--- src/rtl/inst_queue.sv ---
// inst_queue: instruction fetch front-end.
// Holds the fetch PC, keeps at most one fetch outstanding toward the walker,
// buffers returned words in a small FIFO for the core, predicts the next PC
// and flushes on a core redirect.
// Optional feature macro: BRANCH_PREDICT_EN adds a direct-mapped BTB with
// 2-bit counters; without it the prediction is always pc+4.
module inst_queue #(
    parameter int              XLEN        = 32,
    parameter int              DEPTH       = 4,
    parameter logic [XLEN-1:0] RESET_PC    = '0,
    parameter int              BTB_ENTRIES = 16
) (
    input  logic            clk,
    input  logic            rst_n,
    input  logic            ireq_valid,
    input  logic [XLEN-1:0] ireq_addr,
    output logic            iresp_valid,
    input  logic            iresp_ready,
    output logic [XLEN-1:0] iresp_addr,
    output logic [31:0]     iresp_inst,
    output logic            iresp_error,
    output logic [XLEN-1:0] iresp_pred_next,
    output logic            memreq_valid,
    input  logic            memreq_ready,
    output logic [XLEN-1:0] memreq_addr,
    input  logic            memresp_valid,
    input  logic [31:0]     memresp_rdata,
    input  logic            memresp_error,
    input  logic            brinfo_valid,
    input  logic [XLEN-1:0] brinfo_pc,
    input  logic            brinfo_is_br_jmp,
    input  logic            brinfo_taken,
    input  logic [XLEN-1:0] brinfo_target
);

    localparam int PTR_W = $clog2(DEPTH);
    localparam int CNT_W = $clog2(DEPTH + 1);

    logic [XLEN-1:0]  pc;
    logic             inflight;
    logic [XLEN-1:0]  inflight_addr;
    logic [XLEN-1:0]  inflight_pred;
    logic             discard;
    logic             halted;

    logic [PTR_W-1:0] rd_ptr;
    logic [PTR_W-1:0] wr_ptr;
    logic [CNT_W-1:0] count;
    logic [CNT_W:0]   occupancy;

    logic [XLEN-1:0]  fifo_addr  [DEPTH];
    logic [31:0]      fifo_inst  [DEPTH];
    logic             fifo_error [DEPTH];
    logic [XLEN-1:0]  fifo_pred  [DEPTH];

    logic             fire;
    logic             resp;
    logic             push;
    logic             pop;
    logic [XLEN-1:0]  pred;

    // The outstanding fetch reserves a FIFO slot, so a response can never overflow.
    assign occupancy = {1'b0, count} + {{CNT_W{1'b0}}, inflight};

    // Request is held low while reset is asserted so every output reads 0.
    assign memreq_valid = rst_n & ~inflight & ~halted & ~ireq_valid
                        & (occupancy < (CNT_W + 1)'(DEPTH));
    assign memreq_addr  = pc;

    assign iresp_valid     = (count != '0) & ~ireq_valid;
    assign iresp_addr      = fifo_addr[rd_ptr];
    assign iresp_inst      = fifo_inst[rd_ptr];
    assign iresp_error     = fifo_error[rd_ptr];
    assign iresp_pred_next = fifo_pred[rd_ptr];

    assign fire = memreq_valid & memreq_ready;
    assign resp = memresp_valid & inflight;
    assign push = resp & ~discard & ~ireq_valid;
    assign pop  = iresp_valid & iresp_ready;

`ifdef BRANCH_PREDICT_EN
    localparam int IDX_W = $clog2(BTB_ENTRIES);
    localparam int TAG_W = XLEN - IDX_W - 2;

    logic             btb_valid  [BTB_ENTRIES];
    logic [TAG_W-1:0] btb_tag    [BTB_ENTRIES];
    logic [XLEN-1:0]  btb_target [BTB_ENTRIES];
    logic [1:0]       btb_ctr    [BTB_ENTRIES];

    logic [IDX_W-1:0] pc_idx;
    logic [TAG_W-1:0] pc_tag;
    logic [IDX_W-1:0] br_idx;
    logic [TAG_W-1:0] br_tag;
    logic             br_update;
    logic             br_hit;
    logic             unused_br_bits;

    assign pc_idx = pc[IDX_W+1:2];
    assign pc_tag = pc[XLEN-1:IDX_W+2];
    assign br_idx = brinfo_pc[IDX_W+1:2];
    assign br_tag = brinfo_pc[XLEN-1:IDX_W+2];

    // Taken prediction needs a tag hit and a counter in the upper half.
    assign pred = (btb_valid[pc_idx] && (btb_tag[pc_idx] == pc_tag) && btb_ctr[pc_idx][1])
                ? btb_target[pc_idx] : pc + XLEN'(4);

    assign br_update      = brinfo_valid & brinfo_is_br_jmp;
    assign br_hit         = btb_valid[br_idx] && (btb_tag[br_idx] == br_tag);
    assign unused_br_bits = ^brinfo_pc[1:0];

    // BTB valid bits: cleared on reset, set on allocation.
    always_ff @(posedge clk or negedge rst_n) begin
        if (!rst_n) begin
            for (int i = 0; i < BTB_ENTRIES; i++) btb_valid[i] <= 1'b0;
        end else if (br_update) begin
            btb_valid[br_idx] <= 1'b1;
        end
    end

    // BTB payload: tag, target and saturating direction counter.
    // NOTE: payload is not reset; the valid bits alone decide whether it is used.
    always_ff @(posedge clk) begin
        if (br_update) begin
            btb_tag[br_idx]    <= br_tag;
            btb_target[br_idx] <= brinfo_target;
            if (br_hit) begin
                if (brinfo_taken)
                    btb_ctr[br_idx] <= (btb_ctr[br_idx] == 2'd3) ? 2'd3 : btb_ctr[br_idx] + 2'd1;
                else
                    btb_ctr[br_idx] <= (btb_ctr[br_idx] == 2'd0) ? 2'd0 : btb_ctr[br_idx] - 2'd1;
            end else begin
                btb_ctr[br_idx] <= brinfo_taken ? 2'd2 : 2'd1;
            end
        end
    end
`else
    logic unused_brinfo;

    assign pred          = pc + XLEN'(4);
    assign unused_brinfo = ^{brinfo_valid, brinfo_pc, brinfo_is_br_jmp, brinfo_taken, brinfo_target};
`endif

    // Fetch state, outstanding-request tracking and the instruction FIFO.
    // NOTE: all sequential state uses non-blocking assignments so every flop
    // samples pre-edge values regardless of statement order.
    always_ff @(posedge clk or negedge rst_n) begin
        if (!rst_n) begin
            pc            <= RESET_PC;
            inflight      <= 1'b0;
            inflight_addr <= '0;
            inflight_pred <= '0;
            discard       <= 1'b0;
            halted        <= 1'b0;
            rd_ptr        <= '0;
            wr_ptr        <= '0;
            count         <= '0;
            // NOTE: the FIFO payload is reset because the head drives the
            // iresp_* outputs directly and they must read 0 out of reset.
            for (int i = 0; i < DEPTH; i++) begin
                fifo_addr[i]  <= '0;
                fifo_inst[i]  <= '0;
                fifo_error[i] <= 1'b0;
                fifo_pred[i]  <= '0;
            end
        end else if (ireq_valid) begin
            // Redirect: flush everything and restart at the target.
            rd_ptr <= '0;
            wr_ptr <= '0;
            count  <= '0;
            pc     <= ireq_addr;
            halted <= 1'b0;
            if (resp) begin
                inflight <= 1'b0;
                discard  <= 1'b0;
            end else if (inflight) begin
                discard <= 1'b1;
            end
        end else begin
            if (fire) begin
                inflight      <= 1'b1;
                inflight_addr <= pc;
                inflight_pred <= pred;
                pc            <= pred;
            end
            if (resp) begin
                inflight <= 1'b0;
                if (discard)
                    discard <= 1'b0;
                else if (memresp_error)
                    halted <= 1'b1;
            end
            if (push) begin
                fifo_addr[wr_ptr]  <= inflight_addr;
                fifo_inst[wr_ptr]  <= memresp_rdata;
                fifo_error[wr_ptr] <= memresp_error;
                fifo_pred[wr_ptr]  <= inflight_pred;
                wr_ptr             <= wr_ptr + 1'b1;
            end
            if (pop)
                rd_ptr <= rd_ptr + 1'b1;
            if (push && !pop)
                count <= count + 1'b1;
            else if (pop && !push)
                count <= count - 1'b1;
        end
    end

endmodule

--- config.mk ---
export PLATFORM = sky130hd
export DESIGN_NAME = inst_queue
export DESIGN_NICKNAME = d
export VERILOG_FILES = /design/src/rtl/inst_queue.sv
export SDC_FILE = /design/constraint.sdc
export NUM_CORES = 1
export LEC_CHECK = 0
export ABC_AREA = 1
export CAP_MARGIN = 20
export CORE_MARGIN = 2
export CORE_UTILIZATION = 52
export CTS_BUF_LIST = sky130_fd_sc_hd__clkbuf_8
export CTS_CLUSTER_SIZE = 24
export DETAILED_ROUTE_END_ITERATION = 12
export PLACE_DENSITY = 0.79
export SLEW_MARGIN = 15
export SYNTH_ARGS = -nofsm -noshare
export SYNTH_HDL_FRONTEND = slang
export SYNTH_SLANG_ARGS = --single-unit
export TNS_END_PERCENT = 10
--- constraint.sdc ---
create_clock -name clk -period 1.9 [get_ports clk]
set_clock_uncertainty 0.15 [all_clocks]
set_input_delay 0.19 -clock clk [delete_from_list [all_inputs] [get_ports clk]]
set_output_delay 0.19 -clock clk [all_outputs]
set_load 0.005 [all_outputs]
==> impl_results.md, run 1 <==
- WL final: around 64,000 um
- First-pass GRT wire length: roughly 95,000 um
- Worst Hold End: fifo_inst[6]$_DFFE_PN0P_
- Main flop type after synthesis: dfrtp_1
- Hold Startpoint: memresp_rdata[6]
- Critical path, cell by cell: buf_6 > inv_16 > buf_12 > buf_6 > nor2_1 > o22ai_2 > buf_2
- Most frequent cell after synthesis: nand2_1
- Pleak: roughly 13 nW
- R2R Path Start: inflight$_DFFE_PN0P_
- Critical Path Most Common Cell: buf_6
- RD Place Congestion: between 0.9 and 1
- Clock sink count: 484
- N_diodes: 0
- Final period util: 130%
- Hold Path Depth: 3
- Final setup fails: between 90 and 100
- CTS buffer count: 81
- Die width: approximately 210 um
- Drt initial violations: about 2,100
- Crit path time final: around 2.5 ns
- Top cell family by delay on the critical path: buffers and inverters
- Antenna violations before repair: 1
- MaxCap Viol Count: 0
- Mapped Area: roughly 0.021 mm^2
- Post-Layout Inst Area: roughly 0.027 mm^2
- Buf+Inv Stages, Crit Path: 5
- DR WL/cell: 18.8 um
- Yosys cell types: 31
- Total GRT Usage: roughly 27%
- Setup CP Type: flip-flop to primary output
- Reg2Reg Depth: 9
- Relative slew margins: a little under two fifths
- Status: finished with violations
- DIE AREA: approximately 0.043 mm^2
- RSZ-0062 raised after global routing: true
- Largest net degree at the start of global routing: around 150
- CP Max Fanout: 9
- Worst hold path class: input pin to flip-flop
- Mean post-synth cell area: roughly 8.6 um^2
- TritonCTS clock tree: yes
- Max IR drop VDD: roughly 0.71 mV
- Area Overhead vs Synth: 26.1%
- Vias in the first global route: between 15,000 and 20,000
- Share of cells above drive strength 1: 17.2%
- PwrDens: around 1200 mW/mm^2
- Initial core utilization: 52.6%
- Number of synthesized register bits: roughly 480
- Placed Area: approximately 0.025 mm^2
- FP Rows: 74
- Crit path required time: ~1.6 ns
- Seq/Total Area, Yosys: between 50% and 60%
- Clock Tree Buf Depth: 3
- Dpl hpwl: between 30,000 and 40,000 um
- Mapped Nets: ~2,600
- CTS Root Cell: clkbuf_8
- Slowest cell on the critical path: dfrtp_4
- Cell count after synthesis: 2,505
- Failing checks: negative setup slack
- Post-synth ARST share: 100%
- DR vias: 18,900
- Final hold slack: about 0.035 ns
- Reg2Reg Setup Slack: 0 ns
- CP peak stage delay: approximately 0.52 ns
- R2r endpoint: count[1]$_DFFE_PN0P_
- PnR worst setup slack: -0.577 ns
- Fin nets: 2,931
- Final Max Tran Viols: 0
- DRT antenna net count: 0
- Hold Vio Cnt, Final: 0
- Post-synth EDFFs: 0
- Buffers on Ports: 201
- Synthesis Warnings: 0
- CTS H-tree depth: 3
- Die height: 207 um
- Drt first pass iters: 8
- Top-area cell type share of the netlist area: 56.5%
- Total gr overflow: 0
- Total power draw: 0.0329 W
- Synth top cells by count: 630 x nand2_1, 617 x o21ai_0, 484 x dfrtp_1
- Fmax: ~400 MHz
- Clock transition at path regs: ~0.06 ns
- Area leader, netlist: dfrtp_1
- Critical Path Sink Type: primary output
- Core area: 0.0407 mm^2
- CP arrival: between 2 and 2.5 ns
- DRC errors left: 0
- I/O pins: approximately 270
- Actual slew at the worst max-slew pin: 0.941 ns
- Worst-skew pair later-pin latency: about 0.65 ns
- CP Launch Type: flip-flop
- Synth area leaders: dfrtp_1 57%, o21ai_0 14%, nand2_1 11%
- Vias/cell: 5.61
-- routing by layer --
metal / vias up / routed length [um] / GRT usage (%)
met2: 843 / 29500 / 42.2
met4: 0 / 2370 / 10.3
met3: 155 / 5490 / 6.03
met5: - / 0 / 0
met1: 9148 / 26100 / 37.8
li1: 8796 / - / -
-- kinds of logic after synthesis --
logic type / Yosys count / synth area share, %
simple gates: 915 / 16.5
compound gates: 760 / 18.7
flops: 484 / 56.5
buf+inv: 333 / 7.62
xor+xnor: 7 / 0.286
fa+ha+maj: 6 / 0.385
-- final cells by class --
type                       instances  area, um^2
clock buffer                     100        1380
clock inverter                    43         200
fill                            3246       13700
inverter                         166         644
multi-input combinational       1688        8090
sequential                       484       12100
tap                              532         666
timing repair buffer             365        3890
timing repair inverter             1        16.3
-- sequential cells by signal (all words and copies together), names as in the netlist --
signal,flops
count,3
discard,1
fifo_addr,128
fifo_error,4
fifo_inst,128
fifo_pred,120
halted,1
inflight,1
inflight_addr,32
inflight_pred,30
memreq_addr,32
rd_ptr,2
wr_ptr,2
-- worst reg2reg max path, delay by kind of cell (launching register included) --
kind	cells	cell delay, ns
adders and majority gates	1	0.41
buffers and inverters	2	0.14
AOI/OAI and AO/OA	1	0.11
and+or+nand+nor	5	0.63
DFF	1	0.40
-- worst max path at each step --
stage                                           end  depth (start not counted)                  start  slack [ns]
after floorplan                count[1]$_DFFE_PN0P_                          9   inflight$_DFFE_PN0P_       -0.02
after global placement         count[1]$_DFFE_PN0P_                         10          memresp_valid       -0.32
after global routing            iresp_pred_next[28]                          7  rd_ptr[0]$_DFFE_PN0P_       -0.63
after detailed placement  fifo_pred[46]$_DFFE_PN0P_                         10          memresp_valid       -0.34
after CTS                       iresp_pred_next[13]                          5  rd_ptr[0]$_DFFE_PN0P_       -0.96
final                           iresp_pred_next[28]                          7  rd_ptr[0]$_DFFE_PN0P_       -0.58
-- through the flow --
stage | instances | TNS, ns | worst slack [ns] | utilization (%)
final | 3379 | -45.44 | -0.577 | 66.3
after global routing | 3379 | -53.05 | -0.626 | 66.3
after CTS | 3332 | -81.13 | -0.963 | 64.3
after detailed placement | 3181 | -126.15 | -0.344 | 60.2
after global placement | 3181 | -114.39 | -0.321 | 60.2
after floorplan | 2505 | -0.0221 | -0.0221 | -
-- cell usage in the layout, fill, tap and decap left out, types with 15 or more instances in the layout --
cell,netlist,final
nand2_1,630,629
o21ai_0,617,520
dfrtp_1,484,469
nor2_1,243,220
inv_1,164,188
clkbuf_8,8,100
o21ai_1,15,88
clkdlybuf4s50_1,0,71
buf_4,4,68
buf_2,15,66
o22ai_1,95,64
buf_12,0,46
o21ai_2,20,44
o22ai_2,0,31
nand3_1,32,31
dlygate4sd2_1,0,27
nor2_2,1,23
buf_6,36,19
clkbuf_2,0,15
dlymetal6s2s_1,0,15
-- where the power goes --
part / switching (W) / total, W / internal [W] / leakage (nW)
clock network: 0.00420 / 0.00896 / 0.00475 / 0.920
registers: 0.00136 / 0.0139 / 0.0126 / 6.47
logic: 0.00570 / 0.0101 / 0.00436 / 5.94
-- timing repair --
action                                 CTS  global route
buffers inserted                         0            27
resized for setup                       99           447
gates cloned                             0            20
setup endpoints to repair              139           356
endpoints found under the hold margin  499             0
hold buffers                             8             0
pin swaps                                1            60
Note: power is estimated with default switching activity, not from simulation.
==> run 2: changes to the inputs <==
--- a/config.mk
+++ b/config.mk
@@ -7,6 +7,7 @@
 export LEC_CHECK = 0
 export ABC_AREA = 1
 export CAP_MARGIN = 20
+export CORE_ASPECT_RATIO = 1.75
 export CORE_MARGIN = 2
 export CORE_UTILIZATION = 52
 export CTS_BUF_LIST = sky130_fd_sc_hd__clkbuf_8
==> run 2 against run 1 <==
  * The run still ends with negative setup slack left
  * Die area increased by 0.15%
  * Clock power increased by 2.3%
  * Worst hold slack improved by 0.0033 ns
  * Total power up 4.5%
  * Sequential share of layout area is 1.1 points lower
  * Non-clock buffer count increased by 27
  * Register-to-register slack got worse by 0.02 ns
  * Sequential power is essentially flat
  * Utilization is 1.6 points higher
  * Critical path type unchanged
  * Critical endpoint is now iresp_addr[20]
  * Highest routed layer unchanged
==> impl_results.md, run 2 (synthesis results as in run 1) <==
- Status: finished with violations
- Failing checks: negative setup slack
- Share of cells above drive strength 1: 21.1% (+3.9 points)
- Buffers on Ports: 201 (unchanged)
- DIE AREA: 0.0429 mm^2 (+0.15%)
- CTS H-tree depth: 3 (unchanged)
- GRT busiest layer: met2
- R2r endpoint: inflight_pred[11]$_DFFE_PN0P_
- Drt initial violations: 1,912 (-9.0%)
- First-pass GRT wire length: 102,000 um (+7.5%)
- Reg2Reg Setup Slack: -0.02 ns (-0.02 ns)
- PnR worst setup slack: -0.625 ns (-0.0480 ns)
- Die height: 273 um (+32%)
- MaxCap Viol Count: 0 (unchanged)
- DR WL/cell: 19.7 um (+5.0%)
- Total power draw: 0.0344 W (+4.5%)
- Critical Path Sink Type: primary output
- Hold Vio Cnt, Final: 0 (unchanged)
- Final setup fails: 100 (+2.0%)
- Actual slew at the worst max-slew pin: 0.747 ns (-0.194 ns)
- Area occupied by multi-input gates: 0.00865 mm^2 (+6.9%)
- Final Max Tran Viols: 0 (unchanged)
- DRC errors left: 0 (unchanged)
- Initial core utilization: 52.5% (-0.12 points)
- CTS buffer count: 72 (-11%)
- Critical Path End: iresp_addr[20]
- Core area: 0.0408 mm^2 (+0.23%)
- Final TNS setup: -49.65 ns (-4.21 ns)
- Crit path time final: 2.53 ns (+0.0480 ns)
- FP Rows: 98 (+32%)
- Clock sink count: 484 (unchanged)
- Fin nets: 2,948 (+0.58%)
- Crit path from: rd_ptr[0]$_DFFE_PN0P_
- Fmax: 396 MHz (-1.9%)
- Drt first pass iters: 6 (-2)
- Total GRT Usage: 30.5% (+3.2 points)
- PwrDens: 1240 mW/mm^2 (+1.8%)
- Final core utilization: 67.9% (+1.6 points)
- CTS Root Cell: clkbuf_8
- TritonCTS clock tree: yes
- Worst-skew pair later-pin latency: 0.65 ns (about the same)
- Met1 Use GR: 36.7% (-1.2 points)
- CP Launch Type: flip-flop
- R2R Path Start: inflight$_DFFE_PN0P_
- Antenna violations before repair: 1 (unchanged)
- RD Place Congestion: 0.958 (+2.7%)
- Filler cell count: 3,055 (-5.9%)
- WL final: 67,200 um (+5.9%)
- Relative slew margins: 50.2% (+13 points)
- Largest net degree at the start of global routing: 102 (-33%)
- Reg2Reg Depth: 8 (-1)
- DRT antenna net count: 0 (unchanged)
- Clock Tree Buf Depth: 3 (unchanged)
- DR vias: 19,500 (+2.9%)
- Max IR drop VDD: 0.713 mV (about the same)
- Worst hold path class: input pin to flip-flop
- Area Overhead vs Synth: 29.3%
- GR Util met2: 50.8% (+8.6 points)
- Setup CP Type: flip-flop to primary output
- CP Max Fanout: 13 (+4)
- RSZ-0062 raised after global routing: true
- Dpl hpwl: 41,500 um (+8.2%)
- Storage cell area: 0.0121 mm^2 (about the same)
- Clock transition at path regs: 0.06 ns (about the same)
- Crit path required time: 1.56 ns (about the same)
- Biggest regs: fifo_addr x128, fifo_inst x128, fifo_pred x120
- Vias/cell: 5.72 (+2.1%)
- Vias in the first global route: 19,200 (+6.6%)
- I/O pins: 269 (unchanged)
- Most frequent cells in the layout: 629 x nand2_1, 493 x o21ai_0, 471 x dfrtp_1
- Pleak: 13.3 nW (-0.26%)
- Die width: 157 um (-24%)
- Most common cell after layout, fill and taps aside: nand2_1
- Met3 Usage GRT: 4.12% (-1.9 points)
- CP arrival: 2.19 ns (+0.05 ns)
- Total gr overflow: 0 (unchanged)
- Final period util: 133% (+2.5 points)
==> run 2: cell count changes in the layout (fill, tap and decap cells not counted), sizes merged, moves of 2 or more <==
cell,before,now
inv,197,188
clkinvlp,3,1
bufinv,0,5
dlygate4sd2,27,30
dlymetal6s2s,15,0
clkbuf,129,106
buf,211,264
clkinv,10,7
==> run 2: stage by stage <==
stage / cell area (um^2) / setup WS [ns] / std cells / hold slack, ns
final: 27700 / -0.625 / 3408 / 0.0386
after global routing: 27700 / -0.648 / 3408 / 0.0460
after detailed placement: 24700 / -0.379 / 3230 / 0.114
after CTS: 27200 / -0.671 / 3396 / 0.00614
after floorplan: 21400 / -0.0221 / 2505 / -0.256
after global placement: 24700 / -0.344 / 3230 / 0.114
==> run 2: what timing repair did <==
item / 4_1_cts / 5_1_grt
setup endpoints to repair: 138 / 202
pin swaps: 79 / 52
hold endpoints to repair: 362 / 0
buffers inserted: 26 / 10
gates cloned: 12 / 5
hold buffers: 6 / 0
gates resized for setup: 643 / 167
==> run 2: area by class of cell <==
cell class / instances / share of cell area (%)
Tap cell: 550 / 2.48
Clock buffer: 92 / 4.57
Inverter: 166 / 2.29
Sequential cell: 484 / 43.8
Clock inverter: 35 / 1.09
Timing Repair Buffer: 392 / 14.6
Antenna cell: 1 / 0.00903
Multi-Input combinational cell: 1688 / 31.2
==> run 2: how the worst min path moves through the flow <==
stage | from | endpoint | slack [ns] | cells after the start
after floorplan | rst_n | count[0]$_DFFE_PN0P_ | -0.26 | 0
after global placement | rst_n | fifo_pred[68]$_DFFE_PN0P_ | 0.11 | 2
after detailed placement | rst_n | fifo_pred[37]$_DFFE_PN0P_ | 0.11 | 2
after CTS | memresp_rdata[22] | fifo_inst[22]$_DFFE_PN0P_ | 0.006 | 3
after global routing | memresp_rdata[24] | fifo_inst[88]$_DFFE_PN0P_ | 0.05 | 3
final | ireq_addr[20] | memreq_addr[20]$_DFFE_PN0P_ | 0.04 | 5
==> run 2: report_power, final <==
part           switching (W)  total [W]  internal (W)
Combinational        0.00624     0.0110       0.00476
Sequential           0.00168     0.0142        0.0125
Clock                0.00411    0.00917       0.00507
Total                 0.0120     0.0344        0.0224
==> run 2: worst max-delay path, cell delays in order (launching register included) <==
cell       delay [ns]
dfrtp_4          0.53
inv_8            0.10
buf_12           0.15
bufbuf_16        0.29
nor2_1           0.09
o22ai_4          0.22
buf_2            0.16
==> run 2: per-layer routing <==
metal / wire, um / vias up / share of wire [%]
li1: - / 8835 / -
met3: 3860 / 232 / 5.7
met1: 25000 / 9505 / 37
met2: 33700 / 925 / 50
met5: 0 / - / 0
met4: 4740 / 0 / 7.1
==> RTL change 1 (settings of run 1) <==
`DEPTH`: 4 -> 2.
--- a/src/rtl/inst_queue.sv
+++ b/src/rtl/inst_queue.sv
@@ -8,3 +8,3 @@
     parameter int              XLEN        = 32,
-    parameter int              DEPTH       = 4,
+    parameter int              DEPTH       = 2,
     parameter logic [XLEN-1:0] RESET_PC    = '0,
Formal check against the unedited RTL: no difference found for any inputs over 4 cycles, from zero or initial values and one cycle with rst_n low; that may be too few to reach the edited logic, so the function may still have changed.
==> RTL change 1 against run 1 <==
  * Design area fell by 36%
  * Routed wire length down 41%
  * Highest routed layer unchanged
  * Critical endpoint is now iresp_addr[24]
  * Die area down 39%
  * Sequential share of layout area is 2.4 points lower
  * The run still ends with negative setup slack left
  * Clock power is 39% lower
  * Critical path depth decreased by 2
  * Area after synthesis is 40% lower
  * Setup slack gained 0.29 ns
  * Sequential power is 30% lower
  * Power down 29%
  * Sequential cell count shrank 193
  * Count of clock-buffer cells in the layout down 41
==> RTL change 1: results (changes against run 1) <==
outcome: "finished, violations left"
violations: "negative setup slack"
synth.yosys.warnings: 0  # unchanged
start_kind: "flop"
place.gp.congestion: 0.929  # -0.34%
fin_nets: 2010  # -31%
grt_max_degree: 119  # -22%
diodes: 0  # unchanged
synthFlopType: "dfrtp_1"
synth_area_leaders: "dfrtp_1 (56%), nand2_1 (19%), o21ai_0 (9.8%), inv_1 (5.0%), nand3_1 (2.1%)"
ys_types: 25  # -19%
place_ws_ns: -0.181  # +0.162 ns
drive_above_1_share_pct: 19.4  # +2.2 points
cts_buffer_depth: 3  # unchanged
grt_pass1_wl_mm: 54.6  # -43%
hold_class: "in2reg"
sw_frac_of_total_pct: 35.2  # +0.97 points
fin_ws_ns: -0.292  # +0.285 ns
clockRootBuffer: "clkbuf_8"
cp_max_fo: 10  # +1
firstDrtPassIters: 6  # -2
drt_iter0_drc: 1228  # -42%
io_buffers: 201  # unchanged
setup_tns_ns: -18.20  # +27.24 ns
hp-start: "ireq_addr[3]"
reg.largest.list: "fifo_addr: 64 flops, fifo_inst: 64 flops, fifo_pred: 60 flops"
clk_pin_slew_ns: 0.06  # about the same
syn-num-nets: 1750  # -34%
h-tree-depth: 2  # -1
clk_latency_ns: 0.58  # -0.07 ns
async_flop_share_pct: 100  # unchanged
seq_area_frac_synth_pct: 56.5  # about the same
final-setup-viol-count: 97  # -1.0%
placed_area_mm2: 0.0155  # -37%
grtUsageTotal_pct: 25.7  # -1.6 points
synthTopCellsByCount: "nand2_1 (666), dfrtp_1 (291), o21ai_0 (253)"
leakage_nw: 8.84  # -34%
r2r_start: "halted$_DFFE_PN0P_"
routed_wl_mm: 37.6  # -41%
dp_hpwl_mm: 22.4  # -42%
tightest_slew_ns: 0.667  # -0.274 ns
antenna_found_initial: 0  # -1
vdd_drop_max_v: 0.000737  # +3.2%
startpoint: "rd_ptr$_DFFE_PN0P_"
via_per_inst: 5.30  # -5.4%
grt_pass1_vias: 11089  # -38%
numCtsBuffers: 48  # -41%
worst_ep_arrival_time_ns: 1.85  # -0.29 ns
==> RTL change 1: kinds of logic after synthesis <==
kind of cell	count (synthesis)	synth area share, %
AND/OR/NAND/NOR	769	23.3
AO/OA/AOI/OAI	286	11.2
adder cells (fa/ha/maj)	1	0.0970
flip-flops	291	56.5
XOR/XNOR	6	0.408
buffers and inverters	258	8.56
==> RTL change 1: final cells by class <==
| cell class | count | area, µm² |
|---|---|---|
| Sequential cell | 291 | 7300 |
| Tap cell | 324 | 405 |
| Clock buffer | 59 | 812 |
| Multi-Input combinational cell | 1062 | 4990 |
| Fill cell | 1829 | 7140 |
| Inverter | 175 | 658 |
| Timing Repair Buffer | 293 | 2870 |
| Clock inverter | 26 | 143 |
==> RTL change 1: stage by stage <==
stage	util [%]	cells	hold slack, ns
finish	70.7	2230	0.0283
global route	70.7	2230	0.0557
CTS	67.9	2205	0.0193
detailed placement	63.9	2118	-0.0250
global placement	63.9	2118	-0.0232
floorplan	-	1611	-0.256
==> RTL change 1: per-layer routing <==
| layer | share of wire (%) | wire length (µm) | GRT usage (%) | vias to the layer above |
|---|---|---|---|---|
| met5 | 0 | 0 | 0 | - |
| met2 | 49 | 18300 | 41.4 | 507 |
| met4 | 3.4 | 1260 | 8.56 | 0 |
| li1 | - | - | - | 5551 |
| met3 | 6.9 | 2590 | 3.90 | 100 |
| met1 | 41 | 15500 | 36.0 | 5670 |
==> RTL change 1: path summary, 6_finish.rpt <==
| kind | endpoint | slack, ns | cells past startpoint |
|---|---|---|---|
| setup / recovery | iresp_addr[24] | -0.29 | 5 |
| hold / removal | memreq_addr[3]$_DFFE_PN0P_ | 0.03 | 3 |
| setup reg to reg | memreq_addr[16]$_DFFE_PN0P_ | 0.02 | 9 |
| hold reg to reg | fifo_addr[12]$_DFFE_PN0P_ | 0.32 | 2 |
| max in group asynchronous | rd_ptr$_DFFE_PN0P_ | 0.69 | 4 |
| min in group asynchronous | inflight_pred[14]$_DFFE_PN0P_ | 0.27 | 4 |
==> RTL change 1: worst max-delay path, cell delays in order (launching register included) <==
cell and delay (ns):
dfrtp_4 0.50, buf_8 0.15, buf_6 0.13, buf_12 0.15, o21ai_0 0.19, buf_2 0.17
==> RTL change 1: power groups by stage <==
stage	Sequential (mW)	Combinational [mW]	Clock, mW
floorplan	9.40	3.44	0
global placement	9.64	7.13	0
detailed placement	9.74	7.36	0
CTS	9.67	7.29	5.51
global route	9.97	9.13	5.80
finish	9.73	8.33	5.45
==> RTL change 1: repair_timing <==
action,CTS,global route
pin swaps,2,36
hold buffers,2,0
gates resized for setup,211,343
setup buffers,0,8
gates cloned,0,17
hold endpoints to repair,291,0
setup endpoints to repair,124,144
==> RTL change 2 (flow settings as in run 1) <==
Made on the original files. Register the outputs `iresp_error` and `iresp_pred_next`, without a reset; this adds one clock of latency there. The other outputs are not delayed to match.
--- a/src/rtl/inst_queue.sv
+++ b/src/rtl/inst_queue.sv
@@ -72,4 +72,6 @@
     assign iresp_inst      = fifo_inst[rd_ptr];
-    assign iresp_error     = fifo_error[rd_ptr];
-    assign iresp_pred_next = fifo_pred[rd_ptr];
+    always_ff @(posedge clk) begin
+        iresp_error     <= fifo_error[rd_ptr];
+        iresp_pred_next <= fifo_pred[rd_ptr];
+    end
 
Formal check against the unedited RTL: not equivalent (Yosys sat finds a counterexample within 4 cycles, from zero or initial values and one cycle with rst_n low).
==> RTL change 2 against run 1 <==
  * The run still ends with negative setup slack left
  * Sequential cell count increased by 33
  * Design area increased by 3.1%
  * Global-route usage increased by 2.5 points
  * Area after synthesis increased by 1.0%
  * Routed wire length increased by 2.0%
  * Non-clock buffer count increased by 3
  * Sequential power increased by 9%
  * Largest power group unchanged
  * Final cell count increased by 0.38%
  * Power increased by 12%
  * Largest cell class unchanged
  * Setup slack improved by 0.053 ns
  * Register-to-register slack got worse by 0.19 ns
  * Highest routed layer unchanged
==> RTL change 2: results (changes against run 1) <==
syn-num-nets: 2646  # -0.11%
clockPowerShare_pct: 26.9  # -0.3 points
sw_frac_of_total_pct: 34.6  # +0.37 points
p_clk_mw: 9.96  # +11%
fillers: 3091  # -4.8%
rr_endpoint: "iresp_error$_DFF_P_"
final_util_pct: 67.9  # +1.6 points
tightest_slew_ns: 0.605  # -0.336 ns
violations: "negative setup slack"
leakage_nw: 13.3  # -0.60%
buffers: 368  # +0.82%
dp.cells: 3195  # +0.44%
buffer_area_share_pct: 13.9  # -0.45 points
avgSynthCellArea_um2: 8.66  # +1.2%
clkCellAreaFrac_pct: 6.28  # +0.44 points
setup_tns_ns: -29.93  # +15.51 ns
seq_area_frac_synth_pct: 59.0  # +2.5 points
avgRoutedWirePerCell_um: 19.1  # +1.6%
placed_area_mm2: 0.0250  # +2.2%
drt_iter0_drc: 1731  # -18%
cp-endpoint: "iresp_addr[25]"
multi_input_area_share_pct: 29.2  # -0.73 points
antenna_found_initial: 0  # -1
cts_hold_buffers: 18  # +10
synth_top_area_share_pct: 55.9  # -0.58 points
outcome: "finished, violations left"
grt_max_degree: 102  # -33%
inverters_excl_clock: 157  # -6.0%
final-setup-viol-count: 92  # -6.1%
finalNonFillerCells: 3392  # +0.38%
async_flop_share_pct: 93.6  # -6.4 points
drive_above_1_share_pct: 16.9  # -0.25 points
place_ws_ns: -0.254  # +0.0894 ns
synthFlopType: "dfrtp_1"
hold_end: "fifo_inst[74]$_DFFE_PN0P_"
hp-start: "memresp_rdata[10]"
fin_ws_ns: -0.524  # +0.0534 ns
core-area_mm2: 0.0410  # +0.68%
cp_max_fo: 6  # -3
worst_ep_arrival_time_ns: 2.08  # -0.06 ns
dp_hpwl_mm: 40.2  # +4.9%
r2r_slack_ns: -0.19  # -0.19 ns
cts_resized: 505  # +410%
numCtsBuffers: 83  # +2.5%
seq_cell_count: 517  # +6.8%
hold_class: "in2reg"
synth_area_leaders: "dfrtp_1 (56%), o21ai_0 (15%), nand2_1 (10%), nor2_1 (4.2%), dfxtp_1 (3.1%)"
fin_nets: 2937  # +0.20%
cts_setup_buffers: 14  # +14
multi_input_cells: 1666  # -1.3%
n_clock_buffer: 105  # +5.0%
p_comb_mw: 11.9  # +18%
num_vias: 19422  # +2.5%
seq_share_pct: 45.9  # +1.0 points
synthTopCellsByCount: "o21ai_0 (644), nand2_1 (584), dfrtp_1 (484)"
place.gp.congestion: 0.928  # -0.49%
grt_pass1_wl_mm: 103  # +8.3%
grtUsageTotal_pct: 29.8  # +2.5 points
vdd_drop_max_v: 0.000818  # +15%
holdWs_ns: 0.0286  # -0.00675 ns
[RTL change 2: changes by cell type after synthesis, sizes merged, moves of 2 or more]
cell / run 1 / this run
a21oi: 7 / 9
buf: 57 / 61
clkbuf: 110 / 102
clkinv: 0 / 2
dfxtp: 0 / 33
inv: 166 / 154
nand2: 635 / 588
nand3: 32 / 43
nand4: 1 / 4
o211ai: 3 / 9
o21ai: 652 / 654
[RTL change 2: logic make-up (layout without fill, tap and decap cells)]
group                      after synthesis  in the layout  share of synthesized area (%)
xor gates and xnor gates                 6              6                          0.243
buffers and inverters                  319            677                           6.00
AOI/OAI and AO/OA                      771            771                           18.5
DFF                                    517            517                           59.0
adders and majority gates                6              6                          0.381
and+or+nand+nor                        883            883                           15.9
[RTL change 2: layer usage]
metal  vias up  share of wire [%]  global-route usage [%]
li1       8846                  -                       -
met1      9463                 40                    40.4
met2       938                 48                    48.0
met3       175                8.2                    4.89
met4         0                4.0                    12.5
met5         -                  0                       0
